--- src/rtl/seg_display_mux.sv ---
// seg_display_mux: time-multiplexed 4-digit seven-segment driver with
// anti-ghosting blanking, decimal-point placement and lap-hold freeze.
module seg_display_mux #(
  parameter int         REFRESH_DIV  = 100000,
  parameter int         BLANK_CYCLES = 1000,
  parameter logic [3:0] DP_MASK      = 4'b0101
) (
  input  logic       clk,
  input  logic       reset,
  input  logic [6:0] seg1,
  input  logic [6:0] seg2,
  input  logic [6:0] seg3,
  input  logic [6:0] seg4,
  input  logic       dot,
  input  logic       lap,
  output logic [3:0] an,
  output logic [6:0] seg,
  output logic       dp,
  output logic       held
);
  localparam int PW = $clog2(REFRESH_DIV);
  logic [PW-1:0] presc_q, presc_d;
  logic [1:0]    idx_q, idx_d;
  logic          hold_q, hold_d, s1_q, s2_q, s3_q, rise, wrap, blank;
  logic [6:0]    frz_q [4];
  logic [6:0]    live, pat;
  logic [3:0]    an_q, an_d;
  logic [6:0]    seg_q, seg_d;
  logic          dp_q, dp_d;
  always_comb begin
    wrap    = presc_q == PW'(REFRESH_DIV - 1);
    presc_d = wrap ? '0 : presc_q + 1'b1;
    idx_d   = wrap ? idx_q + 2'd1 : idx_q;
    rise    = s2_q & ~s3_q;
    hold_d  = hold_q ^ rise;
    live    = idx_q == 2'd0 ? seg1 : idx_q == 2'd1 ? seg2 : idx_q == 2'd2 ? seg3 : seg4;
    pat     = hold_q ? frz_q[idx_q] : live;
    blank   = presc_q < PW'(BLANK_CYCLES);
    an_d    = blank ? 4'hF : ~(4'b1000 >> idx_q);
    seg_d   = blank ? 7'h7F : ~pat;
    dp_d    = blank | ~(dot & DP_MASK[idx_q]);
  end
  always_ff @(posedge clk) begin
    if (!reset) begin
      presc_q <= '0;
      idx_q   <= '0;
      hold_q  <= 1'b0;
      s1_q    <= 1'b0;
      s2_q    <= 1'b0;
      s3_q    <= 1'b0;
      frz_q   <= '{default: '0};
      an_q    <= 4'hF;
      seg_q   <= 7'h7F;
      dp_q    <= 1'b1;
    end else begin
      presc_q <= presc_d;
      idx_q   <= idx_d;
      hold_q  <= hold_d;
      s1_q    <= lap;
      s2_q    <= s1_q;
      s3_q    <= s2_q;
      // Capture only on the press that enters hold; the release press keeps the old snapshot.
      if (rise && !hold_q) frz_q <= '{seg1, seg2, seg3, seg4};
      an_q    <= an_d;
      seg_q   <= seg_d;
      dp_q    <= dp_d;
    end
  end
  assign an   = an_q;
  assign seg  = seg_q;
  assign dp   = dp_q;
  assign held = hold_q;
endmodule

--- config.mk ---
export PLATFORM = sky130hd
export DESIGN_NAME = seg_display_mux
export DESIGN_NICKNAME = d
export VERILOG_FILES = /design/src/rtl/seg_display_mux.sv
export SDC_FILE = /design/constraint.sdc
export NUM_CORES = 1
export LEC_CHECK = 0
export CORE_MARGIN = 1.5
export CORE_UTILIZATION = 40
export DETAILED_ROUTE_END_ITERATION = 16
export PLACE_DENSITY_LB_ADDON = 0.2
export SYNTH_ARGS = -nofsm -noshare
export SYNTH_HDL_FRONTEND = slang
export SYNTH_SLANG_ARGS = --single-unit
--- constraint.sdc ---
create_clock -name clk -period 3.09 [get_ports clk]
set_input_delay 0.618 -clock clk [delete_from_list [all_inputs] [get_ports clk]]
set_output_delay 0.618 -clock clk [all_outputs]
set_load 0.02 [all_outputs]
# Word-level counts from Yosys, hierarchy flattened

Index checks and enable logic that the tools add are counted.

Word-level logic and storage cells: 46
Input port bits: 32
Output and inout port bits: 13
Flip-flop bits (word level): 63

Shift operators: 1
Add/sub/neg operators: 2
Reductions and logical operators: 5
Equality and inequality tests: 3
Muxes and demuxes: 9
Order comparisons: 3
Bitwise logic cells: 10

Operator list:

| cell                                                                   | number |
|---|---|
| 7-bit two-way mux                                                      | 6 |
| 17-bit by 1-bit adder with 17-bit output, second input constant        | 1 |
| 17-bit equality test, second input constant                            | 1 |
| 17-bit by 10-bit < comparator with 1-bit output, second input constant | 1 |
| 7-bit binary-select mux with 2-bit select                              | 1 |
| 7-bit NOT                                                              | 1 |
| 4-bit NOT                                                              | 1 |
| 2-bit OR reduction                                                     | 2 |
| 4-bit by 2-bit right shift with 4-bit output, first input constant     | 1 |
| 3-bit greater-or-equal comparator, second input constant               | 1 |
| 2-bit by 3-bit < comparator with 1-bit output, second input constant   | 1 |
| 1-bit NOT                                                              | 3 |
| 2-bit NOT with 3-bit output                                            | 1 |
| 2-bit by 1-bit adder with 2-bit output, second input constant          | 1 |
| 1-bit bitwise AND                                                      | 2 |
| 1-bit binary-select mux with 2-bit select                              | 1 |
| 2-bit by 1-bit equality test with 1-bit output, second input constant  | 1 |
| 2-bit equality test, second input constant                             | 1 |
| 2-bit logical NOT                                                      | 1 |
| 1-bit logical AND                                                      | 1 |
| 1-bit logical NOT                                                      | 1 |
| 1-bit two-way mux                                                      | 1 |
| 1-bit bitwise OR                                                       | 1 |
| 1-bit XOR                                                              | 1 |

# Longest topological paths before layout

Depth after elaboration: 6
Gate-level depth with buffers: 8
Mapped depth without buffers: 6

# Worst setup path after synthesis

Ideal clock, no wire load.

Path kind: reg2reg
From: register hold_q, in the netlist held
To: register frz_q[18] (netlist name)
Data required time: 2.962 ns
Path buffers: 3
Arrival time: 1.818 ns
Period minus slack after synthesis: 1.946 ns
Stages on the path, launching flop included: 8
Path slack: 1.144 ns
Library setup time: 0.128 ns
Path through: dfxtp_1 clkbuf_1 clkinv_1 ha_1 buf_2 buf_2 mux2i_1 nor2_1

Cells in the longest elaborated chain, start to end: 2

Ends and longest elaborated chain:

| item                   | RTL line | RTL |
|---|---|---|
| start, declared        | 24       | `logic hold_q, hold_d, s1_q, s2_q, s3_q, rise, wrap, blank;` |
| start signal, assigned | 58       | `hold_q <= hold_d;` |
| 1-bit logical NOT      | 63       | `if (rise && !hold_q) frz_q <= '{seg1, seg2, seg3, seg4};` |
| 1-bit logical AND      | 63       |  |
| end signal, assigned   | 63       |  |
| end, declared          | 25       | `logic [6:0] frz_q [4];` |

No other way between the ends.
A chain may end at the register's enable or synchronous reset.

# Worst setup path after layout

From: register hold_q, in the netlist held
To: output held

RTL lines:

| item          | RTL line | RTL |
|---|---|---|
| end, declared | 19       | `output logic held` |

No word-level cell between the ends.

==> results.md <==
- Die X: 86.8 µm
- Cts repair resizes: 0
- Fin crit share: 72.4%
- Die H: 86.8 µm
- Detail Placement HPWL: 3880 µm
- Synth cell types: 35
- Row Count: 30
- Vias post-DR: 1997
- Overflow after GRT: 0
- Worst Setup End Kind: primary output
- Dominant cell type by area after synthesis: dfxtp_1
- Vias in the first global route: 1963
- P&R area growth vs syn: 23.6%
- Ratio of cells with drive above 1 in the final layout: 14.6%
- GRT Util Overall: 16.7%
- Vias/cell: 4.93
- Largest cells by area after synthesis: dfxtp_1 45%, mux2i_1 13%, nor2_1 6.0%, mux4_2 5.6%, xor2_1 3.7%
- WS Path Type: flop to primary output
- Yosys top cell area share: 44.9%
- WP depth: 1
- R2r startpoint: presc_q[5]$_SDFF_PP0_
- CP Cell Sequence: clkdlybuf4s50_1
- Largest net degree at the start of global routing: 32
- Setup Fix Bufs, Post-CTS: 0
- Core Util, Final: 51.1%
- Mapped Avg Cell Area: 10.7 µm²
- Total wire length: 5710 µm
- Worst-path maximum fanout: 9
- Slowest CP cell: clkdlybuf4s50_1
- Io pins: 45
- Setup-failing EPs final: 0
- Max cap viols: 0
- Initial DRT Pass Iterations: 4
- Global-route wire length before repair: 9520 µm
- DRC: 0
- Worst path bufs/invs: 1
- Synth Warn #: 0
- Reg2Reg Depth: 4
- Hold Fails Final Rpt: 0
- Fin crit period: 2.24 ns
- Initial Utilization: 41.4%
- Worst EP arrival: 1.62 ns
- Flop-to-flop setup slack: 1.24 ns
- Hold_sp: s1_q$_SDFF_PN0_
- Clock Pin Slew Worst Setup and Hold Paths: 0.06 ns
- Crit Reg-Reg Endpoint: seg[1]$_SDFF_PP1_
- Worst hold stages: 1
- Commonest non-fill, non-tap cell in the layout: dfxtp_1
- Worst-Skew Late Latency: 0.33 ns
- Leak Pwr: 1.25 nW
- Bufs on Longest Clock Path: 2
- Core Region: 6790 µm²
- ANT cells: 0
- Most frequent cells in the layout: 63 x dfxtp_1, 45 x nor2_1, 44 x clkdlybuf4s50_1, 36 x mux2i_1, 12 x xor2_1
- Layout Cells excl Fill: 405
- Fmax: 447 MHz
- Initial antenna violation count: 0
- H-Tree Depth: 3
- Net count after synthesis: 301
- IO Port Bufs: 44
- Crit path max-delay family: buffers and inverters
- Hold EP: s2_q$_SDFF_PN0_
- DRT antenna net count: 0
- Average wire per standard cell: 14.1 µm
- VDD IR max: 0.309 mV
- Seq/Total Area, Yosys: 44.9%
- Synth Instances: 263
- Die Area: 7540 µm²
- Max-slew violation count: 0
- Delay of the slowest critical-path stage: 0.70 ns
- Setup TNS: 0 ns
- Clock sink count: 63
- Pwr dens: 456 nW/µm²
- Placed insts: 391
- Initial detailed-routing violation count: 63
- Critical Path RT: 2.47 ns
- Fin nets: 344
- GP Congestion: 0.753
- Synth Register Bits: 63
- Clock skew: 0.00724 ns
- Actual slew at the worst max-slew pin: 0.557 ns
- Outcome: completed
- CTS Buf Count: 9
- CTS tree: yes
- PnR worst setup slack: 0.853 ns
- Worst min-delay path category: flop to flop
- Slew HR: 62.8%
- Fill count: 634
- RSZ-0062 raised after global routing: no
- CTS Hold Bufs: 0
- Pre-CTS WS: 1.05 ns
- Root buffer cell: clkbuf_8
- Setup crit start kind: flop
- Syn Std Cell Area: 2810 µm²
## routing by layer
metal,vias to the layer above,wire length [µm],GRT usage (%)
li1,1009,-,-
met1,941,2850,22.7
met2,40,2530,24.7
met3,7,251,5.33
met4,0,74,6.60
met5,-,0,0
## cell type report
type / instances / area (µm²) / share of cell area [%]
Timing Repair Buffer: 49 / 478 / 13.8
Tap cell: 96 / 120 / 3.46
Sequential cell: 63 / 1260 / 36.3
Inverter: 4 / 15.0 / 0.432
Clock inverter: 1 / 5.00 / 0.144
Multi-Input combinational cell: 179 / 1440 / 41.3
Clock buffer: 13 / 159 / 4.57
## how the worst max path moves through the flow
stage	startpoint	to	slack, ns
after floorplan	held$_SDFF_PN0_	frz_q[18]$_SDFFE_PN0P_	1.14
after global placement	reset	seg[1]$_SDFF_PP1_	1.09
after detailed placement	reset	seg[1]$_SDFF_PP1_	1.05
after CTS	held$_SDFF_PN0_	held	0.83
after global routing	held$_SDFF_PN0_	held	0.80
final	held$_SDFF_PN0_	held	0.85
## stage by stage
step	cell area [µm²]	total power, mW	hold slack [ns]
CTS	3470	1.61	0.439
finish	3470	1.58	0.433
detailed placement	3310	0.984	0.425
global placement	3310	0.984	0.416
floorplan	2810	0.922	0.412
global route	3470	1.66	0.446
## Yosys cell counts
cell       n
buf_4      1
nor2_1    45
inv_1      3
nand4_2    1
and2_1     4
a21oi_1    8
and4b_1    1
o211ai_1   2
buf_6      3
mux2_2     7
dfxtp_1   63
a31oi_4    1
and3_1     1
a21oi_2    1
clkbuf_1   7
and4bb_2   1
ha_1       6
nand3_1    5
xor2_1    12
nand4_1    6
nand2_2    1
clkinv_1   1
nand3_4    1
o21ai_0    9
o211ai_2   7
nor3_1     1
nand2_1    6
and4_1     4
xnor2_1    2
buf_2      6
nor2b_1    1
mux4_2     7
or3_1      2
mux2i_1   36
nor4_4     1
## kinds of logic after synthesis
logic type | Yosys count | share of synthesized area (%)
AND/OR/NAND/NOR | 81 | 15.1
buffers and inverters | 21 | 4.01
XOR/XNOR | 14 | 4.36
flip-flops | 63 | 44.9
adder cells (fa/ha/maj) | 6 | 2.67
AO/OA/AOI/OAI | 28 | 7.75
multiplexers | 50 | 21.2
## worst register-to-register path, cell delays in order, from the launching register on
cell and delay, ns:
dfxtp_1 0.42, and4_1 0.46, o211ai_2 0.18, a31oi_4 0.49, o211ai_1 0.16
## state kept, by name, indices dropped and copies added, names as in the netlist
signal and flops:
idx_q 2, s1_q 1, an 4, s3_q 1, dp 1, frz_q 28
presc_q 17, s2_q 1, seg 7, held 1
## power breakdown
group | internal [mW] | total, mW | switching [mW]
logic | 0.0704 | 0.124 | 0.0533
registers | 0.830 | 0.842 | 0.0118
clock network | 0.325 | 0.619 | 0.293
Power figures use the tool's default switching activity.
==> RTL edit (config.mk and constraints unchanged) <==
The parameter `BLANK_CYCLES` goes from 1000 to 500.
--- a/src/rtl/seg_display_mux.sv
+++ b/src/rtl/seg_display_mux.sv
@@ -2,7 +2,7 @@
 // anti-ghosting blanking, decimal-point placement and lap-hold freeze.
 module seg_display_mux #(
   parameter int         REFRESH_DIV  = 100000,
-  parameter int         BLANK_CYCLES = 1000,
+  parameter int         BLANK_CYCLES = 500,
   parameter logic [3:0] DP_MASK      = 4'b0101
 ) (
   input  logic       clk,
Behaviour: no difference found for any inputs over 10 cycles, from zero or initial values and one cycle with reset low; that may be too few to reach the edited logic, so the function may still have changed.
==> RTL edit against the original RTL <==
Via count decreased by 0.30%; area after synthesis increased by 0.31%; cell area increased by 0.61%; wire length increased by 1.8%; sequential cell count unchanged; clock skew increased by 1.9 ps; power increased by 2.6%; setup slack improved by 140 ps; critical path type unchanged; largest cell class unchanged; largest power group unchanged; highest routed layer unchanged.
==> RTL edit: results (changes against the original RTL) <==
Synth
  – Sequential-to-total area share from yosys stat: 44.7% (-0.14 points)
  – Synth cell count leaders: 63 x dfxtp_1, 45 x nor2_1, 36 x mux2i_1, 12 x xor2_1, 9 x o21ai_0
  – Netlist cell types: 36 (+2.9%)
  – Mapped Cells: 263 (unchanged)
  – Ys flop type: dfxtp_1
  – Top cells by area, synth: dfxtp_1 45%, mux2i_1 13%, nor2_1 6.0%, mux4_2 5.6%, xor2_1 3.7%

Global route
  – Largest net degree at the start of global routing: 32 (unchanged)
  – First-pass GRT wire length: 9680 um (+1.7%)
  – Tot GR Track Use: 16.9% (+0.18 points)

Clocking
  – Post-CTS Resized: 0 (unchanged)
  – CTS clock-pin slew for the worst setup and hold paths: 60 ps (about the same)
  – Setup repair bufs after CTS: 0 (unchanged)
  – CTS HTree Levels: 3 (unchanged)
  – Clk Tree Root Cell: clkbuf_8
  – CTS Buf Count: 9 (unchanged)
  – Worst-Skew Late Latency: 340 ps
  – CTS max path bufs: 2 (unchanged)

Timing
  – Worst Clk Skew: 9.14 ps (+1.89 ps)
  – Final hold slack: 438 ps (+5.33 ps)
  – Minimum clock period: 2100 ps (-141 ps)
  – Slew at the pin closest to its max-slew limit: 577 ps (+19.3 ps)

Place
  – Post-place setup slack: 1030 ps (-20.5 ps)
  – Dpl cells: 391 (unchanged)
  – DP Area: 0.00331 mm^2 (about the same)
  – DP HPWL: 3860 um (-0.53%)
  – Port bufs: 44 (unchanged)
  – RD Place Congestion: 0.747 (-0.74%)

Worst setup path
  – CP Launch Point: held$_SDFF_PN0_
  – RR Startpoint: presc_q[5]$_SDFF_PP0_
  – Worst path max stage delay: 620 ps (-80 ps)
  – Crit path max-delay cell type: clkdlybuf4s50_1
  – Setup slack, reg-to-reg: 1260 ps (+20 ps)
  – Worst path arrival time: 1480 ps (-140 ps)
  – Critical path fanouts, max: 8 (-1)
  – Reg-to-Reg End: seg[2]$_SDFF_PP1_

Route
  – Pre-Repair DR Iteration Count: 4 (unchanged)
  – Vias per inst: 4.90 (-0.55%)
  – Routed via count: 1991 (-0.30%)
  – Drt initial violations: 75 (+19%)
  – Post-DR wirelength/cell: 14.3 um (+1.5%)

Outcome
  – Status: finished, final reports clean

Pwr
  – Leak: 0.00126 uW (+0.80%)
  – VDD IR max: 0.269 mV (-13%)

Finish
  – Final net count: 344 (unchanged)
  – Share of cells above drive strength 1: 15.8% (+1.2 points)

Min path
  – HP Class: flop to flop
==> RTL edit: changes by cell type after synthesis, sizes merged <==
cell,delta
nor3,-1
nor4,+1
==> RTL edit: routing by layer <==
metal	track usage, %	routed length [um]
met2	25.8	2470
met3	3.60	235
met1	22.5	2990
met4	8.80	122
met5	0	0
==> RTL edit: logic make-up (layout without fill, tap and decap cells) <==
logic type               after synthesis  in the layout  synth area share (%)
AND/OR/NAND/NOR                       81             81                  15.1
flip-flops                            63             63                  44.7
multiplexers                          50             50                  21.2
AO/OA/AOI/OAI                         28             28                  7.72
buffers and inverters                 21             68                  4.22
XOR/XNOR                              14             14                  4.35
adder cells (fa/ha/maj)                6              6                  2.66
==> RTL edit: how the worst min path moves through the flow <==
stage	startpoint	to	cells after the start
floorplan	s1_q$_SDFF_PN0_	s2_q$_SDFF_PN0_	1
global placement	s1_q$_SDFF_PN0_	s2_q$_SDFF_PN0_	1
detailed placement	s1_q$_SDFF_PN0_	s2_q$_SDFF_PN0_	1
CTS	s1_q$_SDFF_PN0_	s2_q$_SDFF_PN0_	1
global route	s1_q$_SDFF_PN0_	s2_q$_SDFF_PN0_	1
finish	s1_q$_SDFF_PN0_	s2_q$_SDFF_PN0_	1
==> RTL edit: final cells by class <==
cell class              count  area [um^2]
fillers                   623         3300
multi-input cells         179         1440
flip-flops and latches     63         1260
repair buffers             49          478
clock buffers              12          165
well taps                  96          120
clock inverters             3         17.5
inverters                   4         15.0
==> RTL edit: where the power goes <==
part / internal [uW] / switching [uW]
Clock: 349 / 311
Sequential: 830 / 9.93
Combinational: 70.4 / 55.7
